[src/rtl/fetch_unit_if.sv]
// Fetch stage bus: instruction-memory request/ack, redirect input and decode-side valid/ready.
interface fetch_unit_if;
  logic        imem_req;
  logic [31:0] imem_addr;
  logic        imem_ack;
  logic [31:0] imem_rdata;
  logic        redirect;
  logic [31:0] redirect_pc;
  logic        id_valid;
  logic        id_ready;
  logic [31:0] id_instr;
  logic [31:0] id_pc;
  logic [31:0] id_pc_plus4;
  logic [6:0]  id_opcode;
  logic [2:0]  id_funct3;
  logic        fetch_fault;

  modport master (
    output imem_req, imem_addr, id_valid, id_instr, id_pc, id_pc_plus4,
           id_opcode, id_funct3, fetch_fault,
    input  imem_ack, imem_rdata, redirect, redirect_pc, id_ready
  );

  modport slave (
    input  imem_req, imem_addr, id_valid, id_instr, id_pc, id_pc_plus4,
           id_opcode, id_funct3, fetch_fault,
    output imem_ack, imem_rdata, redirect, redirect_pc, id_ready
  );
endinterface

[src/rtl/fetch_unit.sv]
// RV32 fetch: ack in cycle N presents the instruction in N+1; requests stop while the buffer is full.
// Redirect flushes in-flight and buffered words; a misaligned target parks the stage in S_FAULT.
module fetch_unit #(
  parameter logic [31:0] RESET_PC   = 32'h0000_0000,
  parameter int          FIFO_DEPTH = 2
) (
  input  logic          clk,
  input  logic          rst,
  fetch_unit_if.master  bus
);

  localparam int PTR_W = $clog2(FIFO_DEPTH);
  localparam int CNT_W = PTR_W + 1;
  localparam logic [31:0] NOP = 32'h0000_0013;

  typedef enum logic [0:0] {S_FETCH, S_FAULT} state_t;

  state_t             r_state;
  state_t             w_state_nxt;
  logic [31:0]        r_fetch_pc;
  logic [31:0]        r_instr_q [FIFO_DEPTH];
  logic [31:0]        r_pc_q    [FIFO_DEPTH];
  logic [PTR_W-1:0]   r_rd_ptr;
  logic [PTR_W-1:0]   r_wr_ptr;
  logic [CNT_W-1:0]   r_count;

  logic               w_full;
  logic               w_aligned;
  logic               w_req;
  logic               w_valid;
  logic               w_push;
  logic               w_pop;
  logic [31:0]        w_id_instr;
  logic [31:0]        w_id_pc;

  assign w_full    = (r_count == CNT_W'(FIFO_DEPTH));
  assign w_aligned = (bus.redirect_pc[1:0] == 2'b00);

  always_comb begin
    w_state_nxt = r_state;
    w_req       = 1'b0;
    w_valid     = 1'b0;
    if (bus.redirect) begin
      w_state_nxt = w_aligned ? S_FETCH : S_FAULT;
    end else if (!rst && r_state == S_FETCH) begin
      w_req   = !w_full;
      w_valid = (r_count != '0);
    end
  end

  assign w_push = w_req && bus.imem_ack;
  assign w_pop  = w_valid && bus.id_ready;

  always_ff @(posedge clk) begin
    if (rst) begin
      r_state <= S_FETCH;
    end else begin
      r_state <= w_state_nxt;
    end
  end

  always_ff @(posedge clk) begin
    if (rst) begin
      r_fetch_pc <= RESET_PC;
      r_count    <= '0;
      r_rd_ptr   <= '0;
      r_wr_ptr   <= '0;
    end else if (bus.redirect) begin
      r_fetch_pc <= {bus.redirect_pc[31:2], 2'b00};
      r_count    <= '0;
      r_rd_ptr   <= '0;
      r_wr_ptr   <= '0;
    end else begin
      if (w_push) begin
        r_fetch_pc <= r_fetch_pc + 32'd4;
        r_wr_ptr   <= r_wr_ptr + 1'b1;
      end
      if (w_pop) begin
        r_rd_ptr <= r_rd_ptr + 1'b1;
      end
      case ({w_push, w_pop})
        2'b10:   r_count <= r_count + 1'b1;
        2'b01:   r_count <= r_count - 1'b1;
        default: r_count <= r_count;
      endcase
    end
  end

  // Payload storage needs no reset: entries are only visible once counted.
  always_ff @(posedge clk) begin
    if (w_push && !rst) begin
      r_instr_q[r_wr_ptr] <= bus.imem_rdata;
      r_pc_q[r_wr_ptr]    <= r_fetch_pc;
    end
  end

  assign w_id_instr = w_valid ? r_instr_q[r_rd_ptr] : NOP;
  assign w_id_pc    = w_valid ? r_pc_q[r_rd_ptr]    : 32'h0;

  assign bus.imem_req    = w_req;
  assign bus.imem_addr   = r_fetch_pc;
  assign bus.id_valid    = w_valid;
  assign bus.id_instr    = w_id_instr;
  assign bus.id_pc       = w_id_pc;
  assign bus.id_pc_plus4 = w_id_pc + 32'd4;
  assign bus.id_opcode   = w_id_instr[6:0];
  assign bus.id_funct3   = w_id_instr[14:12];
  assign bus.fetch_fault = (r_state == S_FAULT);

endmodule

[src/flat_wrapper.sv]
// flat-port wrapper written by rule: the top's interface ports become plain ports
module fetch_unit_flat 
#(
  parameter logic [31:0] RESET_PC   = 32'h0000_0000,
  parameter int          FIFO_DEPTH = 2
)
  (clk, rst, bus_imem_req, bus_imem_addr, bus_id_valid, bus_id_instr, bus_id_pc, bus_id_pc_plus4, bus_id_opcode, bus_id_funct3, bus_fetch_fault, bus_imem_ack, bus_imem_rdata, bus_redirect, bus_redirect_pc, bus_id_ready);
  fetch_unit_if bus_i ();
  input  logic clk;
  input  logic rst;
  output wire logic [$bits(bus_i.imem_req)-1:0] bus_imem_req;
  output wire logic [$bits(bus_i.imem_addr)-1:0] bus_imem_addr;
  output wire logic [$bits(bus_i.id_valid)-1:0] bus_id_valid;
  output wire logic [$bits(bus_i.id_instr)-1:0] bus_id_instr;
  output wire logic [$bits(bus_i.id_pc)-1:0] bus_id_pc;
  output wire logic [$bits(bus_i.id_pc_plus4)-1:0] bus_id_pc_plus4;
  output wire logic [$bits(bus_i.id_opcode)-1:0] bus_id_opcode;
  output wire logic [$bits(bus_i.id_funct3)-1:0] bus_id_funct3;
  output wire logic [$bits(bus_i.fetch_fault)-1:0] bus_fetch_fault;
  input wire logic [$bits(bus_i.imem_ack)-1:0] bus_imem_ack;
  input wire logic [$bits(bus_i.imem_rdata)-1:0] bus_imem_rdata;
  input wire logic [$bits(bus_i.redirect)-1:0] bus_redirect;
  input wire logic [$bits(bus_i.redirect_pc)-1:0] bus_redirect_pc;
  input wire logic [$bits(bus_i.id_ready)-1:0] bus_id_ready;
  assign bus_imem_req = bus_i.imem_req;
  assign bus_imem_addr = bus_i.imem_addr;
  assign bus_id_valid = bus_i.id_valid;
  assign bus_id_instr = bus_i.id_instr;
  assign bus_id_pc = bus_i.id_pc;
  assign bus_id_pc_plus4 = bus_i.id_pc_plus4;
  assign bus_id_opcode = bus_i.id_opcode;
  assign bus_id_funct3 = bus_i.id_funct3;
  assign bus_fetch_fault = bus_i.fetch_fault;
  assign bus_i.imem_ack = bus_imem_ack;
  assign bus_i.imem_rdata = bus_imem_rdata;
  assign bus_i.redirect = bus_redirect;
  assign bus_i.redirect_pc = bus_redirect_pc;
  assign bus_i.id_ready = bus_id_ready;
  fetch_unit #(.RESET_PC(RESET_PC), .FIFO_DEPTH(FIFO_DEPTH)) u_core (.clk(clk), .rst(rst), .bus(bus_i));
endmodule
[config.mk]
export PLATFORM = sky130hd
export DESIGN_NAME = fetch_unit_flat
export DESIGN_NICKNAME = d
export VERILOG_FILES = /design/src/rtl/fetch_unit_if.sv /design/src/rtl/fetch_unit.sv /design/src/flat_wrapper.sv
export SDC_FILE = /design/constraint.sdc
export NUM_CORES = 1
export LEC_CHECK = 0
export CAP_MARGIN = 10
export CELL_PAD_IN_SITES_DETAIL_PLACEMENT = 1
export CELL_PAD_IN_SITES_GLOBAL_PLACEMENT = 2
export CORE_UTILIZATION = 34
export CTS_CLUSTER_SIZE = 30
export DETAILED_ROUTE_END_ITERATION = 7
export PLACE_DENSITY_LB_ADDON = 0.1
export SLEW_MARGIN = 20
export SYNTH_ARGS = -nofsm -noshare
export SYNTH_HDL_FRONTEND = slang
export SYNTH_SLANG_ARGS = --single-unit
export TNS_END_PERCENT = 5
[constraint.sdc]
create_clock -name clk -period 6.6 [get_ports clk]
set_clock_uncertainty 0.1 [all_clocks]
set_input_delay 0.66 -clock clk [delete_from_list [all_inputs] [get_ports clk]]
set_output_delay 0.66 -clock clk [all_outputs]
set_load 0.005 [all_outputs]
# Word level (Yosys, flattened, before mapping)
# Memories as Yosys holds them, arrays and structs flattened. A register that Yosys moved wholly into a read port is not among the register bits.
# Cells that the tools add are included.
# op_classes
eq_ne	3
n_bitwise	1
add_sub_neg	6
n_mux	16
n_reduce_logical	11
# op_table
cell	n
2-to-1 mux 32 bit	4
adder 32 x 3 -> 32 bit, second input constant	2
2-to-1 mux 1 bit	11
nonzero test 2 bit	3
equality test 2 bit, second input constant	2
logical AND 1 bit	4
one-hot mux 2 bit (2 select lines)	1
adder 1 bit, second input constant	2
adder 2 x 1 -> 2 bit, second input constant	1
equality test 2 x 1 -> 1 bit, second input constant	1
logical NOT 1 bit	2
logical NOT 2 bit	1
OR reduction 2 bit	1
subtractor 2 x 1 -> 2 bit, second input constant	1
inverter 1 bit	1
# totals
out_inout_bits	141
mem_bits_rw	128
mem_count	2
elab_cells	45
reg_bits	37
inputBits	69
# memory_table
name	words	width	rd	rd_ports_with_merged_regs	write_ports	line_no	rtl
u_core.r_instr_q	2	32	1	1	1	fetch_unit.sv:21	logic [31:0] r_instr_q [FIFO_DEPTH];
u_core.r_pc_q	2	32	1	1	1	fetch_unit.sv:22	logic [31:0] r_pc_q [FIFO_DEPTH];

# Longest topological paths before layout
# Gate-level depths: netlist of the first run.
# logic_depth
ltp_word	8
depth_mapped	11
ltp_nobuf	9

# Worst setup path before layout of the first run
# No wires, ideal clock.
# synth_timing
path_type	input -> register
startpoint	input port bus_redirect
endpoint	memory u_core.r_instr_q[0][0], enable pin
required_ps	6018
arrival_ps	4109
setup_slack_ps	1909
path_buffers	2
cell_stages	6
setup_time_ps	482
path_cell_list	nor3_1 > and3_1 > buf_2 > inv_1 > buf_1 > nor2_1
# synth_between
elab_chain_cells	5
# synth_lines
item	line_no	rtl
start: declaration	flat_wrapper.sv:22	input wire logic [$bits(bus_i.redirect)-1:0] bus_redirect;
2-to-1 mux 1 bit	fetch_unit.sv:43	if (bus.redirect) begin
logical AND 1 bit	fetch_unit.sv:51	assign w_push = w_req && bus.imem_ack;
logical AND 1 bit	fetch_unit.sv:91	if (w_push && !rst) begin
2-to-1 mux 1 bit	fetch_unit.sv:91	
2-to-1 mux 1 bit (implied by the code)	fetch_unit.sv:92	r_instr_q[r_wr_ptr] <= bus.imem_rdata;
end: declaration	fetch_unit.sv:21	
# Every way passes these cells.

# Final worst setup path of the first run
# layout_timing
startpoint	input port bus_redirect
endpoint	output port bus_id_pc_plus4[24]
# layout_between
elab_chain_cells	3
# layout_lines
item	line_no	rtl
2-to-1 mux 1 bit	fetch_unit.sv:43	
2-to-1 mux 32 bit	fetch_unit.sv:98	assign w_id_pc = w_valid ? r_pc_q[r_rd_ptr] : 32'h0;
adder 32 x 3 -> 32 bit	fetch_unit.sv:105	assign bus.id_pc_plus4 = w_id_pc + 32'd4;
end: declaration	flat_wrapper.sv:16	output wire logic [$bits(bus_i.id_pc_plus4)-1:0] bus_id_pc_plus4;
# Every way passes these cells.

==> impl_metrics.yaml, run 1 <==
status:
  outcome: "finished, final reports clean"
final_layout:
  antenna_cells: 0
  drive_gt1_share_pct: 8.055
  layout.nets: 928
  area_growth_pct: 35.05
sta:
  final.period_utilization_pct: 77.43
  fin_setup_tns_ns: 0
  fmax_mhz: 195.7
  setup_slack_ns: 1.489
  setup_viol: 0
  fin_hold_ws_ns: 0.4580
  slew_headroom_pct: 33.45
  worstMarginPinSlew_ns: 0.9982
  hold_viol: 0
  period_minus_slack_ns: 5.111
  drv_slew: 0
  rsz0062_at_grt: "false"
clocking:
  cts_max_level: 4
  clkTransAtPathRegs_ns: 0.06
  clockBufferDepth: 2
  numCtsBuffers: 17
  cts-resized-gates: 0
  cts-root-buf: "clkbuf_16"
  cts.sinks: 160
  cts_tree: "yes"
  clkLatencyLatePin_ns: 0.43
  postCtsSetupBuffers: 0
  cts_hold_buf: 0
power_and_ir_drop:
  p_leak_uw: 0.003508
  power_density_nw_per_um2: 207.1
  ir_drop_uv: 185.9
  total_power_uw: 2195
floorplan:
  die_h_um: 153.9
  die_w_um: 153.9
  core.rowCount: 55
  coreArea_um2: 22640
  initial_utilization_pct: 34.66
  die_area_um2: 23690
  ioPinCount: 210
placed_design:
  port-buffer-count: 203
  place_congestion: 0.8124
  dpl_worst_slack_ns: 1.469
  hpwl_um: 16050
hold_path:
  hp-class: "reg2reg"
synth:
  yosys.cell_types.count: 56
  synthArstFlopShare_pct: 0
  syn_area_um2: 7848
  yosys_warnings: 0
  avgSynthCellArea_um2: 11.70
  synth-seq-cells: 160
  synth_ff_type: "edfxtp_1"
  seq_area_frac_synth_pct: 56.63
  synth_edf_count: 124
  synthCells: 671
routing:
  viasPerCell: 5.178
  first_iter_violations: 248
  avgRoutedWirePerCell_um: 19.26
  wirelength_um: 22220
  postRouteAntennaNets: 0
  drc: 0
  dr.pass1.iters: 4
  vias: 5975
setup_path:
  required_ns: 5.84
  crit_type: "in2out"
  crit_chain: "clkdlybuf4s50_1 > nor3_1 > o21ai_4 > buf_4 > clkinv_1 > and2_1 > ha_1 > and2_1 > nand4b_4 > nor3_1 > xor2_1 > clkdlybuf4s50_1"
  max_stage_delay_ns: 0.59
  start_kind: "input port"
  cp-end-kind: "output port"
  crit_fanout: 49
  arrival_ns: 4.35
  cp_slowest_cell: "nor3_1"
global_routing:
  grt_max_degree: 52
  antenna_found_initial: 0
  grt_pass1_vias: 6182
  grt_pass1_wl_um: 34570
  grt.total_usage_pct: 19.00
  gr-total-overflow: 0
job:
  maxCapViolCount: 0
[worst paths after layout]
path,slack [ns],depth (start not counted),startpoint,to
worst max-delay path,1.49,12,bus_redirect,bus_id_pc_plus4[24]
worst min-delay path,0.46,2,u_core.r_rd_ptr,u_core.r_rd_ptr
worst max register to register,2.90,5,u_core.bus.fetch_fault,u_core.r_instr_q[1][14]
worst min register to register,0.46,2,u_core.r_rd_ptr,u_core.r_rd_ptr
[worst max-delay path: cells and delay by family]
kind                     cells  cell delay [ns]
XOR/XNOR                     1             0.19
AND/OR/NAND/NOR              5             1.62
AO/OA/AOI/OAI                1             0.09
adder cells (fa/ha/maj)      1             0.21
buffers and inverters        4             1.56
[flip-flops by register name (all words and copies together), names as in the netlist, named ones only]
register / count
u_core.r_rd_ptr: 1
u_core.bus.imem_addr: 30
u_core.r_pc_q: 60
u_core.r_count: 2
u_core.bus.fetch_fault: 1
u_core.r_wr_ptr: 1
u_core.r_instr_q: 64
[final cells by class]
cell class | count | area [µm²]
inverter | 9 | 33.78
multi-input combinational | 456 | 3120
fill | 2411 | 12040
timing repair buffer | 212 | 2100
sequential | 160 | 4448
clock inverter | 14 | 110.1
clock buffer | 18 | 429.2
tap | 285 | 356.6
[per-stage QoR]
step	cell area, µm²	util [%]	cells
after detailed placement	10050	44.40	1122
after CTS	10590	46.79	1154
final	10600	46.81	1154
after global placement	10050	44.40	1122
after floorplan	7866	-	676
after global routing	10600	46.81	1154
[Yosys cell counts, types with 2 or more instances]
cell type	count	share of area (%)
o31a_1	2	0.22
and4_1	4	0.45
nor3_4	4	0.83
a22oi_1	7	0.67
o21a_1	5	0.48
o21ai_0	20	1.3
a311oi_1	2	0.22
clkbuf_1	17	0.81
buf_2	11	0.70
nand4_1	15	1.2
nor4_2	4	0.64
nor3_2	3	0.38
and3_1	10	0.80
mux2_2	5	0.72
xnor2_1	13	1.5
buf_6	4	0.57
nor3_1	19	1.2
nand3b_1	8	0.77
o211ai_1	7	0.67
ha_1	3	0.48
nand4b_1	5	0.56
o311ai_0	2	0.22
nor4_1	4	0.32
or3_1	14	1.1
buf_4	16	1.5
mux2i_1	57	7.3
nand2_1	50	2.4
nand4_4	2	0.54
a211oi_1	7	0.67
dfxtp_1	36	9.2
inv_1	8	0.38
nand3_1	25	1.6
nor2_1	69	3.3
and2_1	9	0.72
a21oi_1	14	0.89
buf_1	3	0.14
xor2_1	28	3.1
a2bb2oi_1	2	0.22
edfxtp_1	124	47
a31oi_1	17	1.4
[layer usage]
metal | up-vias | global-route usage, % | part of all wire [%]
li1 | 2853 | - | -
met1 | 2933 | 25.66 | 47
met2 | 169 | 30.87 | 48
met3 | 20 | 2.847 | 3.9
met4 | 0 | 6.952 | 1.5
met5 | - | 0 | 0
[cell families (layout without fill, tap and decap cells)]
group                      count (synthesis)  in the layout  synth area share, %
adders and majority gates                  3              3               0.4784
muxes                                     62             62                7.988
buffers and inverters                     60            253                4.193
DFF                                      160            160                56.63
and+or+nand+nor                          255            255                18.45
AOI/OAI and AO/OA                         89             89                7.637
other                                      1              6              0.04779
xor gates and xnor gates                  41             41                4.576
[report_power, final]
group | internal, µW | switching [µW] | total (µW) | leakage (µW)
registers | 1110 | 32.2 | 1140 | 0.00144
logic | 81.4 | 64.5 | 146 | 0.00181
clock network | 487 | 420 | 907 | 0.000261
total | 1680 | 516 | 2190 | 0.00351
[cell usage in the layout (no fill, tap or decap), types with 8 or more instances in the layout]
| master | n |
|---|---|
| clkdlybuf4s50_1 | 203 |
| edfxtp_1 | 124 |
| nor2_1 | 67 |
| mux2i_1 | 57 |
| nand2_1 | 50 |
| dfxtp_1 | 35 |
| xor2_1 | 28 |
| nand3_1 | 25 |
| nor3_1 | 19 |
| o21ai_0 | 19 |
| a31oi_1 | 17 |
| clkbuf_16 | 17 |
| nand4_1 | 15 |
| or3_1 | 14 |
| a21oi_1 | 14 |
| xnor2_1 | 13 |
| and3_1 | 10 |
| buf_4 | 9 |
| and2_1 | 8 |
| inv_1 | 8 |
| nand3b_1 | 8 |
No activity file was read; power rests on OpenSTA's default activity.
==> run 2, diff against run 1 <==
- CORE_UTILIZATION: 34 -> 31
- clock period: 6.6 -> 5.2 ns (I/O delays scaled with it)
==> run 2 against run 1 <==
- hold slack worse by 0.0040 ns
- critical path depth fell by 1
- flip-flop and latch count is the same
- setup slack lost 0.61 ns
- combinational power up 27%
==> impl_metrics.yaml, run 2 (synthesis gave the netlist of run 1 again) <==
status:
  outcome: "finished, final reports clean"
sta:
  drv_slew: 0
  setup_viol: 0
  hold_viol: 0
  slew_headroom_pct: 32.19
  period_minus_slack_ns: 4.317
  fin_setup_tns_ns: 0
  fmax_mhz: 231.7
  rsz0062_at_grt: "false"
  final.period_utilization_pct: 83.01
  worstMarginPinSlew_ns: 1.017
  fin_hold_ws_ns: 0.4540
placed_design:
  place_congestion: 0.7952
  placed_area_um2: 10110
  hpwl_um: 16460
  port-buffer-count: 203
job:
  maxCapViolCount: 0
final_layout:
  regMostFlops: "u_core.r_instr_q"
  fillers: 2676
  layout.nets: 929
  final_core_util_pct: 43.51
  layout_commonest_cell: "clkdlybuf4s50_1"
  antenna_cells: 0
  final_cell_mix: "clkdlybuf4s50_1, edfxtp_1, nor2_1, mux2i_1, nand2_1"
  area_growth_pct: 36.42
  largest_register_ffs: 64
  final_area_um2: 10710
  drive_gt1_share_pct: 8.391
clocking:
  numCtsBuffers: 17
  cts.sinks: 160
  cts-resized-gates: 0
  cts_tree: "yes"
  postCtsSetupBuffers: 0
  clkTransAtPathRegs_ns: 0.07
  cts-root-buf: "clkbuf_16"
  clockBufferDepth: 2
  clkLatencyLatePin_ns: 0.43
  cts_hold_buf: 0
  cts_max_level: 4
setup_path:
  start_kind: "input port"
  max_stage_delay_ns: 0.54
  crit_chain: "clkdlybuf4s50_1 > nor3_1 > o21ai_4 > clkinv_1 > and2_1 > ha_1 > and2_1 > nand4b_4 > nor4_2 > xor2_1 > clkdlybuf4s50_1"
  arrival_ns: 3.70
  reg2reg_from: "u_core.bus.fetch_fault"
  cp-end-kind: "output port"
  crit_fanout: 7
  r2r.worst_path.cells: 6
  worst-path-buf-inv: 3
  r2r_slack_ns: 1.72
  crit_type: "in2out"
  cp_slowest_cell: "nor3_1"
  required_ns: 4.58
  cp_top_family: "simple AND/OR/NAND/NOR gates"
  r2r-end: "u_core.r_instr_q[0][18]"
power_and_ir_drop:
  ir_drop_uv: 212.9
  p_leak_uw: 0.003551
  total_power_uw: 2895
  combPwrFrac_pct: 6.4
  p_int_uw: 2230
  seqPwrFrac_pct: 50.2
  power_switching_uw: 665.5
  swShare_pct: 22.99
  power_frac_clock_pct: 43.4
  power_density_nw_per_um2: 270.4
routing:
  postRouteAntennaNets: 0
  drc: 0
  dr.pass1.iters: 5
  wirelength_um: 23150
  vias: 5961
  first_iter_violations: 219
  avgRoutedWirePerCell_um: 19.39
  viasPerCell: 4.992
floorplan:
  die_w_um: 161.1
  core.rowCount: 57
  ioPinCount: 210
  die_area_um2: 25950
  initial_utilization_pct: 31.89
  die_h_um: 161.1
  coreArea_um2: 24600
hold_path:
  min_from: "u_core.r_rd_ptr"
  hp-class: "reg2reg"
  hold_depth: 2
  min_to: "u_core.r_rd_ptr"
global_routing:
  grt_max_degree: 69
  grt_pass1_vias: 6137
  grt_pass1_wl_um: 36110
  grt.total_usage_pct: 18.08
  antenna_found_initial: 0
  gr-total-overflow: 0
## run 2: cell types whose count changed in the layout (fill, tap and decap cells not counted), sizes merged
cell      previous run  this run
clkbuf              18        20
bufinv               0         1
buf                  9        10
clkinvlp             2         0
clkinv               9         4
inv                 12        16
## run 2: final cells by class
| cell class | instances | area, µm² | area share, % |
|---|---|---|---|
| clock buffers | 20 | 471.7 | 4.406 |
| clock inverters | 12 | 118.9 | 1.110 |
| inverters | 9 | 33.78 | 0.3156 |
| multi-input cells | 456 | 3120 | 29.15 |
| flip-flops and latches | 160 | 4448 | 41.55 |
| well taps | 324 | 405.4 | 3.787 |
| repair buffers | 213 | 2107 | 19.68 |
## run 2: worst min-delay path, stage by stage (launching register included)
cell	delay, ns
dfxtp_1	0.32
xnor2_1	0.14
nor3_1	0.05
## run 2: worst max-delay path by stage
stage	start	endpoint	slack (ns)	cells past startpoint
finish	bus_redirect	bus_id_pc_plus4[30]	0.88	11
global route	bus_redirect	bus_id_pc_plus4[26]	0.67	11
CTS	bus_redirect	bus_id_pc_plus4[30]	0.86	11
detailed placement	bus_redirect	bus_id_pc_plus4[30]	0.86	11
global placement	bus_redirect	bus_id_pc_plus4[30]	0.94	11
floorplan	bus_redirect	u_core.r_instr_q[0][0]	0.65	6
## run 2: per-layer routing
metal / wire (µm) / global-route usage [%] / part of all wire [%] / vias to the layer above
li1: - / - / - / 2854
met1: 10900 / 24.55 / 47 / 2959
met2: 11350 / 29.88 / 49 / 137
met3: 751 / 3.184 / 3.2 / 11
met4: 158 / 4.288 / 0.68 / 0
met5: 0 / 0 / 0 / -
## run 2: power by group through the flow
| stage | sequential [µW] | combinational (µW) | clock (µW) |
|---|---|---|---|
| final | 1450 | 186 | 1260 |
| after global routing | 1460 | 202 | 1340 |
| after CTS | 1450 | 188 | 1290 |
| after detailed placement | 1480 | 187 | 0 |
| after global placement | 1480 | 183 | 0 |
| after floorplan | 1460 | 76.6 | 0 |
## run 2: metrics by stage
stage	setup slack [ns]	std cells
finish	0.8833	1194
global placement	0.9352	1162
global route	0.6669	1194
floorplan	0.6488	676
detailed placement	0.8629	1162
CTS	0.8590	1194
==> run 3, diff against run 2 <==
- CORE_UTILIZATION: 31 -> 28
- clock period: 5.2 -> 3.6 ns (I/O delays scaled with it)
==> run 3 against run 2 <==
- largest cell class unchanged
- register-to-register slack worse by 0.79 ns
- combinational power rose by 51%
- total power grew 43%
- wire length increased by 3.7%
- highest routed layer unchanged
- sequential share of layout area is 1.5 points lower
==> impl_metrics.yaml, run 3 (synthesis gave the netlist of run 1 again) <==
setup_path:
  worst-path-buf-inv: 3
  max_stage_delay_ns: 0.55
  start_kind: "input port"
  cp_top_family: "buffers and inverters"
  cp_slowest_cell: "clkdlybuf4s50_1"
  required_ns: 3.14
  crit_chain: "clkdlybuf4s50_1 > or3_1 > buf_4 > a2111oi_4 > nand4b_4 > nor3_2 > xor2_1 > clkdlybuf4s50_1"
  arrival_ns: 3.08
  cp-end-kind: "output port"
  crit_fanout: 7
  crit_type: "in2out"
  crit_top_cell: "clkdlybuf4s50_1"
sta:
  drv_slew: 0
  worstMarginPinSlew_ns: 0.9279
  fmax_mhz: 282.8
  slew_headroom_pct: 37.91
  hold_viol: 0
  period_minus_slack_ns: 3.536
  setup_viol: 0
  final.period_utilization_pct: 98.21
  rsz0062_at_grt: "true"
job:
  maxCapViolCount: 0
placed_design:
  port-buffer-count: 203
  placed_area_um2: 10430
  place_congestion: 0.8116
  hpwl_um: 17300
floorplan:
  ioPinCount: 210
  core.rowCount: 60
  die_h_um: 169.4
  die_w_um: 169.4
  coreArea_um2: 27250
  die_area_um2: 28700
  initial_utilization_pct: 28.80
final_layout:
  antenna_cells: 0
  final_area_um2: 11090
  layout_commonest_cell: "clkdlybuf4s50_1"
  drive_gt1_share_pct: 12.04
  register_area_um2: 4448
  area_growth_pct: 41.37
  final_cell_mix: "clkdlybuf4s50_1, edfxtp_1, nor2_1, mux2i_1, nand2_1"
  regMostFlops: "u_core.r_instr_q"
  largest_register_ffs: 64
  multi_input_area_um2: 3187
  fillers: 2965
  layout.nets: 956
clocking:
  clockBufferDepth: 2
  cts_hold_buf: 0
  cts-root-buf: "clkbuf_16"
  cts.sinks: 160
  cts_tree: "yes"
  clkLatencyLatePin_ns: 0.43
  cts_max_level: 4
  clkTransAtPathRegs_ns: 0.07
  numCtsBuffers: 17
power_and_ir_drop:
  total_power_uw: 4148
  p_leak_uw: 0.003803
  ir_drop_uv: 296.8
  power_density_nw_per_um2: 373.9
routing:
  drc: 0
  vias: 6139
  avgRoutedWirePerCell_um: 18.91
  first_iter_violations: 370
  dr.pass1.iters: 4
  postRouteAntennaNets: 0
  viasPerCell: 4.838
  wirelength_um: 24000
global_routing:
  antenna_found_initial: 0
  gr-total-overflow: 0
  grt.total_usage_pct: 17.13
  grt_pass1_vias: 6504
  grt_pass1_wl_um: 37790
  grt_max_degree: 63
hold_path:
  hp-class: "in2reg"
status:
  outcome: "finished, final reports clean"
-- run 3: layout make-up --
cell class	instances	share of cell area [%]
Sequential cell	160	40.09
Multi-Input combinational cell	456	28.72
Timing Repair Buffer	240	21.59
Tap cell	372	4.195
Clock buffer	17	3.834
Clock inverter	15	1.263
Inverter	9	0.3045
-- run 3: repair_timing --
| action | in CTS | in global routing |
|---|---|---|
| resized for setup | 8 | 11 |
| buffers inserted | 1 | 0 |
| pin swaps | 2 | 4 |
| endpoints found under the setup margin | 16 | 16 |
-- run 3: worst paths after layout --
| check | start | end | cells after the start | slack [ns] |
|---|---|---|---|---|
| hold reg to reg | u_core.r_rd_ptr | register | 2 | 0.45 |
| hold / removal | bus_redirect | u_core.bus.fetch_fault | 3 | 0.24 |
| setup reg to reg | u_core.bus.fetch_fault | u_core.r_instr_q[0][6] | 6 | 0.93 |
| setup / recovery | rst | bus_id_pc_plus4[24] | 8 | 0.06 |
-- run 3: worst reg2reg max path: stages (launching register included) --
cell and delay (ns):
dfxtp_1 0.35, nor3_2 0.25, buf_4 0.17, and3_1 0.43
inv_1 0.43, nor2_4 0.21, buf_12 0.34
-- run 3: metrics by stage --
stage	std cells	hold WS, ns	util (%)	setup slack [ns]	setup TNS (ns)
after floorplan	676	0.3589	-	0.1023	0
after global placement	1236	0.4163	38.26	-0.06870	-0.1217
after detailed placement	1236	0.4345	38.26	-0.1911	-0.9653
after CTS	1269	0.3794	40.54	-0.01287	-0.02219
after global routing	1269	0.2627	40.71	-0.07346	-0.3321
final	1269	0.2437	40.71	0.06429	0
-- run 3: power breakdown --
group,total [µW],leakage [µW],internal (µW),switching (µW)
Sequential,2090,0.00144,2030,60.8
Clock,1770,0.000283,922,850
Combinational,281,0.00208,157,125
-- run 3: layer usage --
metal,GRT usage [%],vias up,share of wire [%]
li1,-,2913,-
met1,22.92,3053,48
met2,28.52,158,48
met3,2.892,15,3.5
met4,4.622,0,1.0
met5,0,-,0
